## src/rtl/conv_param_loader.sv

```systemverilog
// conv_param_loader
// Loads one Conv2D layer from its ROMs: streams every kernel word with its
// och/tap/ich tags over a valid/ready port, then one bias/requant beat per
// output channel. z3 is captured on the first param beat.
//
// state     | meaning
// ----------+-------------------------------------------------------------
// S_IDLE    | waiting for start_i; the first weight read goes out on accept
// S_LOAD_W  | issuing weight reads whenever the kernel buffer has room
// S_DRAIN_W | every read issued, waiting for the kernel buffer to empty
// S_LOAD_P  | one param ROM read per output channel, then the last beat
// S_DONE    | one-cycle completion pulse
module conv_param_loader #(
   parameter int F_IN_D      = 1,
   parameter int F_OUT_D     = 4,
   parameter int KERNEL_SIZE = 3,
   parameter int W_RES       = 8,
   parameter int B_RES       = 32,
   parameter int W_AW        = 12,
   parameter int B_AW        = 4
) (
   input  logic             clk_i,
   input  logic             rst_ni,
   input  logic             start_i,
   output logic             busy_o,
   output logic             done_o,
   output logic             wrom_en_o,
   output logic [W_AW-1:0]  wrom_addr_o,
   input  logic [W_RES-1:0] wrom_data_i,
   output logic             prom_en_o,
   output logic [B_AW-1:0]  prom_addr_o,
   input  logic [B_RES-1:0] bias_i,
   input  logic [B_RES-1:0] m0_i,
   input  logic [B_RES-1:0] b_i,
   input  logic [4:0]       n_i,
   input  logic [W_RES-1:0] z3_i,
   output logic             kw_valid_o,
   input  logic             kw_ready_i,
   output logic [W_RES-1:0] kw_data_o,
   output logic [W_AW-1:0]  kw_tap_o,
   output logic [W_AW-1:0]  kw_ich_o,
   output logic [W_AW-1:0]  kw_och_o,
   output logic             cp_valid_o,
   output logic [B_AW-1:0]  cp_och_o,
   output logic [B_RES-1:0] cp_bias_o,
   output logic [B_RES-1:0] cp_m0_o,
   output logic [B_RES-1:0] cp_b_o,
   output logic [4:0]       cp_n_o,
   output logic [W_RES-1:0] z3_o
);

   localparam int KK = KERNEL_SIZE * KERNEL_SIZE;
   localparam logic [W_AW-1:0] TAP_LAST  = W_AW'(KK - 1);
   localparam logic [W_AW-1:0] ICH_LAST  = W_AW'(F_IN_D - 1);
   localparam logic [W_AW-1:0] OCH_LAST  = W_AW'(F_OUT_D - 1);
   localparam logic [W_AW-1:0] OCH_STRD  = W_AW'(KK * F_IN_D);
   localparam logic [W_AW-1:0] TAP_STRD  = W_AW'(F_IN_D);
   localparam logic [B_AW:0]   P_CNT_END = (B_AW + 1)'(F_OUT_D);

   typedef enum logic [2:0] {
      S_IDLE, S_LOAD_W, S_DRAIN_W, S_LOAD_P, S_DONE
   } state_t;

   state_t r_state, w_state_nxt;

   logic [W_AW-1:0]  r_tap, r_ich, r_och;
   logic             r_rd_pend;
   logic [W_AW-1:0]  r_pd_tap, r_pd_ich, r_pd_och;
   logic             r_kw_valid;
   logic [W_RES-1:0] r_kw_data;
   logic [W_AW-1:0]  r_kw_tap, r_kw_ich, r_kw_och;
   logic             r_sk_valid;
   logic [W_RES-1:0] r_sk_data;
   logic [W_AW-1:0]  r_sk_tap, r_sk_ich, r_sk_och;
   logic [B_AW:0]    r_pcnt;
   logic             r_p_pend;
   logic [B_AW-1:0]  r_cp_och;
   logic [B_RES-1:0] r_cp_bias, r_cp_m0, r_cp_b;
   logic [4:0]       r_cp_n;
   logic [W_RES-1:0] r_z3;

   logic             w_issue, w_pen, w_last, w_xfer, w_first;
   logic [1:0]       w_occ;
   logic [W_AW-1:0]  w_waddr;

   assign w_xfer  = r_kw_valid & kw_ready_i;
   assign w_last  = (r_tap == TAP_LAST) & (r_ich == ICH_LAST) & (r_och == OCH_LAST);
   assign w_waddr = r_och * OCH_STRD + r_tap * TAP_STRD + r_ich;
   // Entries that will still be held after this cycle: buffered words plus
   // the read in flight, minus the one leaving. A new read needs one free slot.
   assign w_occ   = 2'(r_kw_valid) + 2'(r_sk_valid) + 2'(r_rd_pend) - 2'(w_xfer);
   assign w_first = r_p_pend & (r_cp_och == '0);

   // state register
   always_ff @(posedge clk_i or negedge rst_ni) begin
      if (!rst_ni) r_state <= S_IDLE;
      else         r_state <= w_state_nxt;
   end

   // next state, weight read issue and param read enable
   always_comb begin
      w_state_nxt = r_state;
      w_issue     = 1'b0;
      w_pen       = 1'b0;
      case (r_state)
         S_IDLE: begin
            if (start_i) begin
               w_issue     = 1'b1;
               w_state_nxt = w_last ? S_DRAIN_W : S_LOAD_W;
            end
         end
         S_LOAD_W: begin
            if (w_occ <= 2'd1) begin
               w_issue = 1'b1;
               if (w_last) w_state_nxt = S_DRAIN_W;
            end
         end
         S_DRAIN_W: begin
            if (!r_kw_valid && !r_sk_valid && !r_rd_pend) w_state_nxt = S_LOAD_P;
         end
         S_LOAD_P: begin
            if (r_pcnt == P_CNT_END) w_state_nxt = S_DONE;
            else                     w_pen = 1'b1;
         end
         S_DONE:  w_state_nxt = S_IDLE;
         default: w_state_nxt = S_IDLE;
      endcase
   end

   // weight counters (ich innermost so addresses run sequentially) and the
   // tags of the read in flight
   always_ff @(posedge clk_i or negedge rst_ni) begin
      if (!rst_ni) begin
         r_tap     <= '0;
         r_ich     <= '0;
         r_och     <= '0;
         r_rd_pend <= 1'b0;
         r_pd_tap  <= '0;
         r_pd_ich  <= '0;
         r_pd_och  <= '0;
      end else begin
         r_rd_pend <= w_issue;
         if (w_issue) begin
            r_pd_tap <= r_tap;
            r_pd_ich <= r_ich;
            r_pd_och <= r_och;
            if (r_ich == ICH_LAST) begin
               r_ich <= '0;
               if (r_tap == TAP_LAST) begin
                  r_tap <= '0;
                  r_och <= (r_och == OCH_LAST) ? '0 : r_och + 1'b1;
               end else begin
                  r_tap <= r_tap + 1'b1;
               end
            end else begin
               r_ich <= r_ich + 1'b1;
            end
         end
      end
   end

   // kernel word buffer: output register plus a one-entry skid
   always_ff @(posedge clk_i or negedge rst_ni) begin
      if (!rst_ni) begin
         r_kw_valid <= 1'b0;
         r_kw_data  <= '0;
         r_kw_tap   <= '0;
         r_kw_ich   <= '0;
         r_kw_och   <= '0;
         r_sk_valid <= 1'b0;
         r_sk_data  <= '0;
         r_sk_tap   <= '0;
         r_sk_ich   <= '0;
         r_sk_och   <= '0;
      end else if (w_xfer || !r_kw_valid) begin
         if (r_sk_valid) begin
            r_kw_valid <= 1'b1;
            r_kw_data  <= r_sk_data;
            r_kw_tap   <= r_sk_tap;
            r_kw_ich   <= r_sk_ich;
            r_kw_och   <= r_sk_och;
            r_sk_valid <= r_rd_pend;
            if (r_rd_pend) begin
               r_sk_data <= wrom_data_i;
               r_sk_tap  <= r_pd_tap;
               r_sk_ich  <= r_pd_ich;
               r_sk_och  <= r_pd_och;
            end
         end else if (r_rd_pend) begin
            r_kw_valid <= 1'b1;
            r_kw_data  <= wrom_data_i;
            r_kw_tap   <= r_pd_tap;
            r_kw_ich   <= r_pd_ich;
            r_kw_och   <= r_pd_och;
         end else begin
            r_kw_valid <= 1'b0;
         end
      end else if (r_rd_pend) begin
         r_sk_valid <= 1'b1;
         r_sk_data  <= wrom_data_i;
         r_sk_tap   <= r_pd_tap;
         r_sk_ich   <= r_pd_ich;
         r_sk_och   <= r_pd_och;
      end
   end

   // param phase: channel counter, beat flag and held beat values
   always_ff @(posedge clk_i or negedge rst_ni) begin
      if (!rst_ni) begin
         r_pcnt    <= '0;
         r_p_pend  <= 1'b0;
         r_cp_och  <= '0;
         r_cp_bias <= '0;
         r_cp_m0   <= '0;
         r_cp_b    <= '0;
         r_cp_n    <= '0;
         r_z3      <= '0;
      end else begin
         r_p_pend <= w_pen;
         if (r_state == S_LOAD_P) r_pcnt <= (r_pcnt == P_CNT_END) ? '0 : r_pcnt + 1'b1;
         if (w_pen) r_cp_och <= r_pcnt[B_AW-1:0];
         if (r_p_pend) begin
            r_cp_bias <= bias_i;
            r_cp_m0   <= m0_i;
            r_cp_b    <= b_i;
            r_cp_n    <= n_i;
         end
         if (w_first) r_z3 <= z3_i;
      end
   end

   assign busy_o      = (r_state != S_IDLE);
   assign done_o      = (r_state == S_DONE);
   assign wrom_en_o   = w_issue;
   assign wrom_addr_o = w_waddr;
   assign prom_en_o   = w_pen;
   assign prom_addr_o = w_pen ? r_pcnt[B_AW-1:0] : '0;
   assign kw_valid_o  = r_kw_valid;
   assign kw_data_o   = r_kw_data;
   assign kw_tap_o    = r_kw_tap;
   assign kw_ich_o    = r_kw_ich;
   assign kw_och_o    = r_kw_och;
   // beat data comes straight from the ROMs on the beat cycle, held afterwards
   assign cp_valid_o  = r_p_pend;
   assign cp_och_o    = r_cp_och;
   assign cp_bias_o   = r_p_pend ? bias_i : r_cp_bias;
   assign cp_m0_o     = r_p_pend ? m0_i   : r_cp_m0;
   assign cp_b_o      = r_p_pend ? b_i    : r_cp_b;
   assign cp_n_o      = r_p_pend ? n_i    : r_cp_n;
   assign z3_o        = w_first  ? z3_i   : r_z3;

endmodule
```

## config.mk

```make
export PLATFORM = sky130hd
export DESIGN_NAME = conv_param_loader
export DESIGN_NICKNAME = d
export VERILOG_FILES = /design/src/rtl/conv_param_loader.sv
export SDC_FILE = /design/constraint.sdc
export NUM_CORES = 1
export LEC_CHECK = 0
export ABC_AREA = 1
export BUFFER_PORTS_ARGS = -buffer_cell sky130_fd_sc_hd__buf_2
export CORE_MARGIN = 2
export CORE_UTILIZATION = 54
export DETAILED_ROUTE_END_ITERATION = 12
export PLACE_DENSITY = 0.81
export SYNTH_ARGS = -nofsm -noshare
export SYNTH_HDL_FRONTEND = slang
export SYNTH_SLANG_ARGS = --single-unit
export TNS_END_PERCENT = 20
```

## constraint.sdc

```tcl
create_clock -name clk_i -period 4.2 [get_ports clk_i]
set_input_delay 0.63 -clock clk_i [delete_from_list [all_inputs] [get_ports clk_i]]
set_output_delay 0.63 -clock clk_i [all_outputs]
set_load 0.005 [all_outputs]
```

==> flow_metrics.tcl <==
set metrics [dict create \
    outcome "complete, no violations" \
    firstDrtPassIters 5 \
    p_leak_uw 0.00776 \
    synth-edff-count 0 \
    slew_violations 0 \
    vias_per_cell 5.27 \
    clkSlewWorstSetupHoldPaths_ns 0.06 \
    io_pins 300 \
    die_y_um 160 \
    path_class "reg -> out" \
    slowest_delay_ns 0.54 \
    syn_inst 1292 \
    numCtsBuffers 28 \
    drt_iter0_markers 746 \
    worst_pin_slew_ns 0.911 \
    drive_gt1_share_pct 35.7 \
    synth_xor_area_share_pct 2.19 \
    yosysTopAreaCell "dfrtp_1" \
    grt_pass1_wl_um 53100 \
    multiInputGateArea_sq_mm 0.00534 \
    peakVddDrop_v 0.000856 \
    htree_levels 1 \
    root_buffer "clkbuf_16" \
    critPathRequiredTime_ns 3.57 \
    async_reset_ff_share_pct 100 \
    max_freq_ghz 0.241 \
    syn_nets 1461 \
    synth_mux_area_share_pct 10.0 \
    relSlewSlack_pct 39.0 \
    clkSinkCount 285 \
    cts_tree "yes" \
    critical_path.slowest_cell "fa_1" \
    final-hold-violation-count 0 \
    vias 10300 \
    pre_cts_ws_ns 0.258 \
    place_area_sq_mm 0.0149 \
    synth_area_leaders "dfrtp_1, mux2_2, nand2_1" \
    synth_warnings 0 \
    synth_seq_cells 285 \
    worst_slack_ns 0.0575 \
    die_x_um 160 \
    fin_skew_ns 0.00997 \
    rsz0062_at_grt "true" \
    overflow 0 \
    cp-end-kind "output port" \
    gr-usage-all-layers_pct 25.7 \
    drc 0 \
    final_nets 1770 \
    critPathMaxFanout 7 \
    yosysTopAreaCellShare_pct 54.1 \
    coreArea_sq_mm 0.0241 \
    clkLatencyLatePin_ns 0.53 \
    stdcell_area_sq_mm 0.0162 \
    initial_core_util_pct 54.7 \
    fillCellCount 1805 \
    syn_area_per_cell_sq_um 10.2 \
    synth_area_sq_mm 0.0132 \
    hold_slack_ns 0.0582 \
    setup_viol 0 \
    synth_cell_types 41 \
    dpl.hpwl_um 23900 \
    synth_top_family_by_area "simple AND/OR/NAND/NOR gates" \
    powerDensity_mw_per_mm2 775 \
    drv_cap 0 \
    ant_nets 0 \
    fin_setup_tns_ns 0 \
    rows 57 \
    ys.flop_type "dfrtp_1" \
    globalplace.congestion 0.925 \
    io_buffer_count 299 \
    finalCriticalPeriod_ns 4.14 \
    hold_buffers 0 \
    grt_pass1_vias 9966 \
    synth_compound_gate_area_share_pct 7.26 \
    path_cells "inv_2, fa_1, inv_2, ha_4, inv_1, fa_1, inv_1, ha_4, nand3_2, nand2_2, nand4_1, o211ai_1, xor2_1, buf_2" \
    yosys.area_share.adder_pct 5.64 \
    start_kind "flip-flop" \
    reg_top3 "r_cp_b (32), r_cp_bias (32), r_cp_m0 (32)" \
    dieArea_sq_mm 0.0257 \
    fin_crit_sh_pct 98.6 \
    antenna_found_initial 4 \
    layout.area.seq_sq_mm 0.00715 \
    hold_path_class "in -> async" \
    syn_to_final_growth_pct 22.9 \
    clk_path_buf_depth 3 \
    drt_wl_total_um 33400 \
    crit_arrival_ns 3.51 \
    grt_max_degree 101 \
    routedWlPerCell_um 17.1 \
    yosysSeqAreaShare_pct 54.1 \
    synthSimpleGateAreaFrac_pct 14.3 \
]
## final cells by class
class	instances	area share [%]
Timing Repair Buffer	336	11.3
Tap cell	324	2.50
Antenna cell	3	0.0464
Sequential cell	285	44.2
Multi-Input combinational cell	813	33.0
Clock inverter	16	0.920
Inverter	137	3.18
Clock buffer	36	4.95
## report_power, final
group | switching [uW] | internal [uW] | leakage (uW)
Sequential | 515 | 3880 | 0.00345
Clock | 1060 | 1480 | 0.000468
Combinational | 3120 | 2510 | 0.00384
## path summary, 6_finish.rpt
kind,slack (ns),from,cells after the start,end
setup / recovery,0.06,r_och[4]$_DFFE_PN0P_,14,wrom_addr_o[10]
setup reg to reg,1.51,kw_valid_o$_DFFE_PN0N_,14,r_ich[2]$_DFFE_PN0N_
max in group asynchronous,3.19,rst_ni,2,r_sk_ich[4]$_DFFE_PN0P_
hold / removal,0.06,rst_ni,1,r_pd_tap[1]$_DFFE_PN0N_
min in group clk_i,0.34,b_i[30],2,r_cp_b[30]$_DFF_PN0_
hold reg to reg,0.49,r_sk_och[4]$_DFFE_PN0P_,2,r_sk_och[4]$_DFFE_PN0P_
## logic make-up (layout without fill, tap and decap cells)
family / count (synthesis) / in the layout
adder cells (fa/ha/maj): 48 / 48
XOR/XNOR: 33 / 33
buffers and inverters: 194 / 525
AND/OR/NAND/NOR: 444 / 444
other: 0 / 3
AO/OA/AOI/OAI: 171 / 171
multiplexers: 117 / 117
flip-flops: 285 / 285
## layout by cell type (no fill, tap or decap), drive strengths merged
cell and count:
diode 3, clkinvlp 3, a22oi 1, o31ai 2, nor2 103, buf 336, nand4 16, dfrtp 285
a21oi 15, xor2 26, ha 29, o21ai 105, o21bai 2, clkinv 10, nor3 17, a31oi 44
o211ai 1, nand2 264, fa 19, and2 1, or2 1, nor4 1, clkbuf 36, xnor2 7
nand3 37, nor3b 1, o21a 1, inv 138, nand3b 3, mux2 117, bufinv 2
## repair_timing
action / CTS / global route
gates resized for setup: 17 / 29
endpoints found under the setup margin: 5 / 6
pin swaps: 1 / 15
setup buffers: 8 / 15
## through the flow
step                total power (uW)  cells  util (%)
floorplan                       7620   1292         -
global placement                9450   1872      61.8
detailed placement              9670   1872      61.8
CTS                            12400   1932      66.3
global route                   13400   1950      67.2
finish                         12600   1950      67.2
## synth_stat cells (14+ instances only)
cell type and number:
inv_1 127, a21oi_1 15, o21ai_1 45, buf_2 25
nand3_1 33, fa_1 19, mux2_2 117, nor3_1 14
nand4_1 16, o21ai_0 54, xor2_1 26, ha_1 29
clkbuf_1 15, nand2_1 260, dfrtp_1 285, nor2_1 99
a31oi_1 44
## worst max-delay path, delay by kind of cell (launching register included)
family	cells	cell delay [ns]
adder cells (fa/ha/maj)	4	1.59
flip-flops	1	0.43
buffers and inverters	5	0.36
AND/OR/NAND/NOR	3	0.28
XOR/XNOR	1	0.19
AO/OA/AOI/OAI	1	0.14
## per-layer routing
metal / vias up / GRT usage (%) / part of all wire [%]
li1: 4838 / - / -
met1: 5011 / 32.0 / 39
met2: 353 / 45.5 / 51
met3: 76 / 3.95 / 5.6
met4: 2 / 9.75 / 4.1
met5: - / 0 / 0.039
Power figures use the tool's default switching activity.
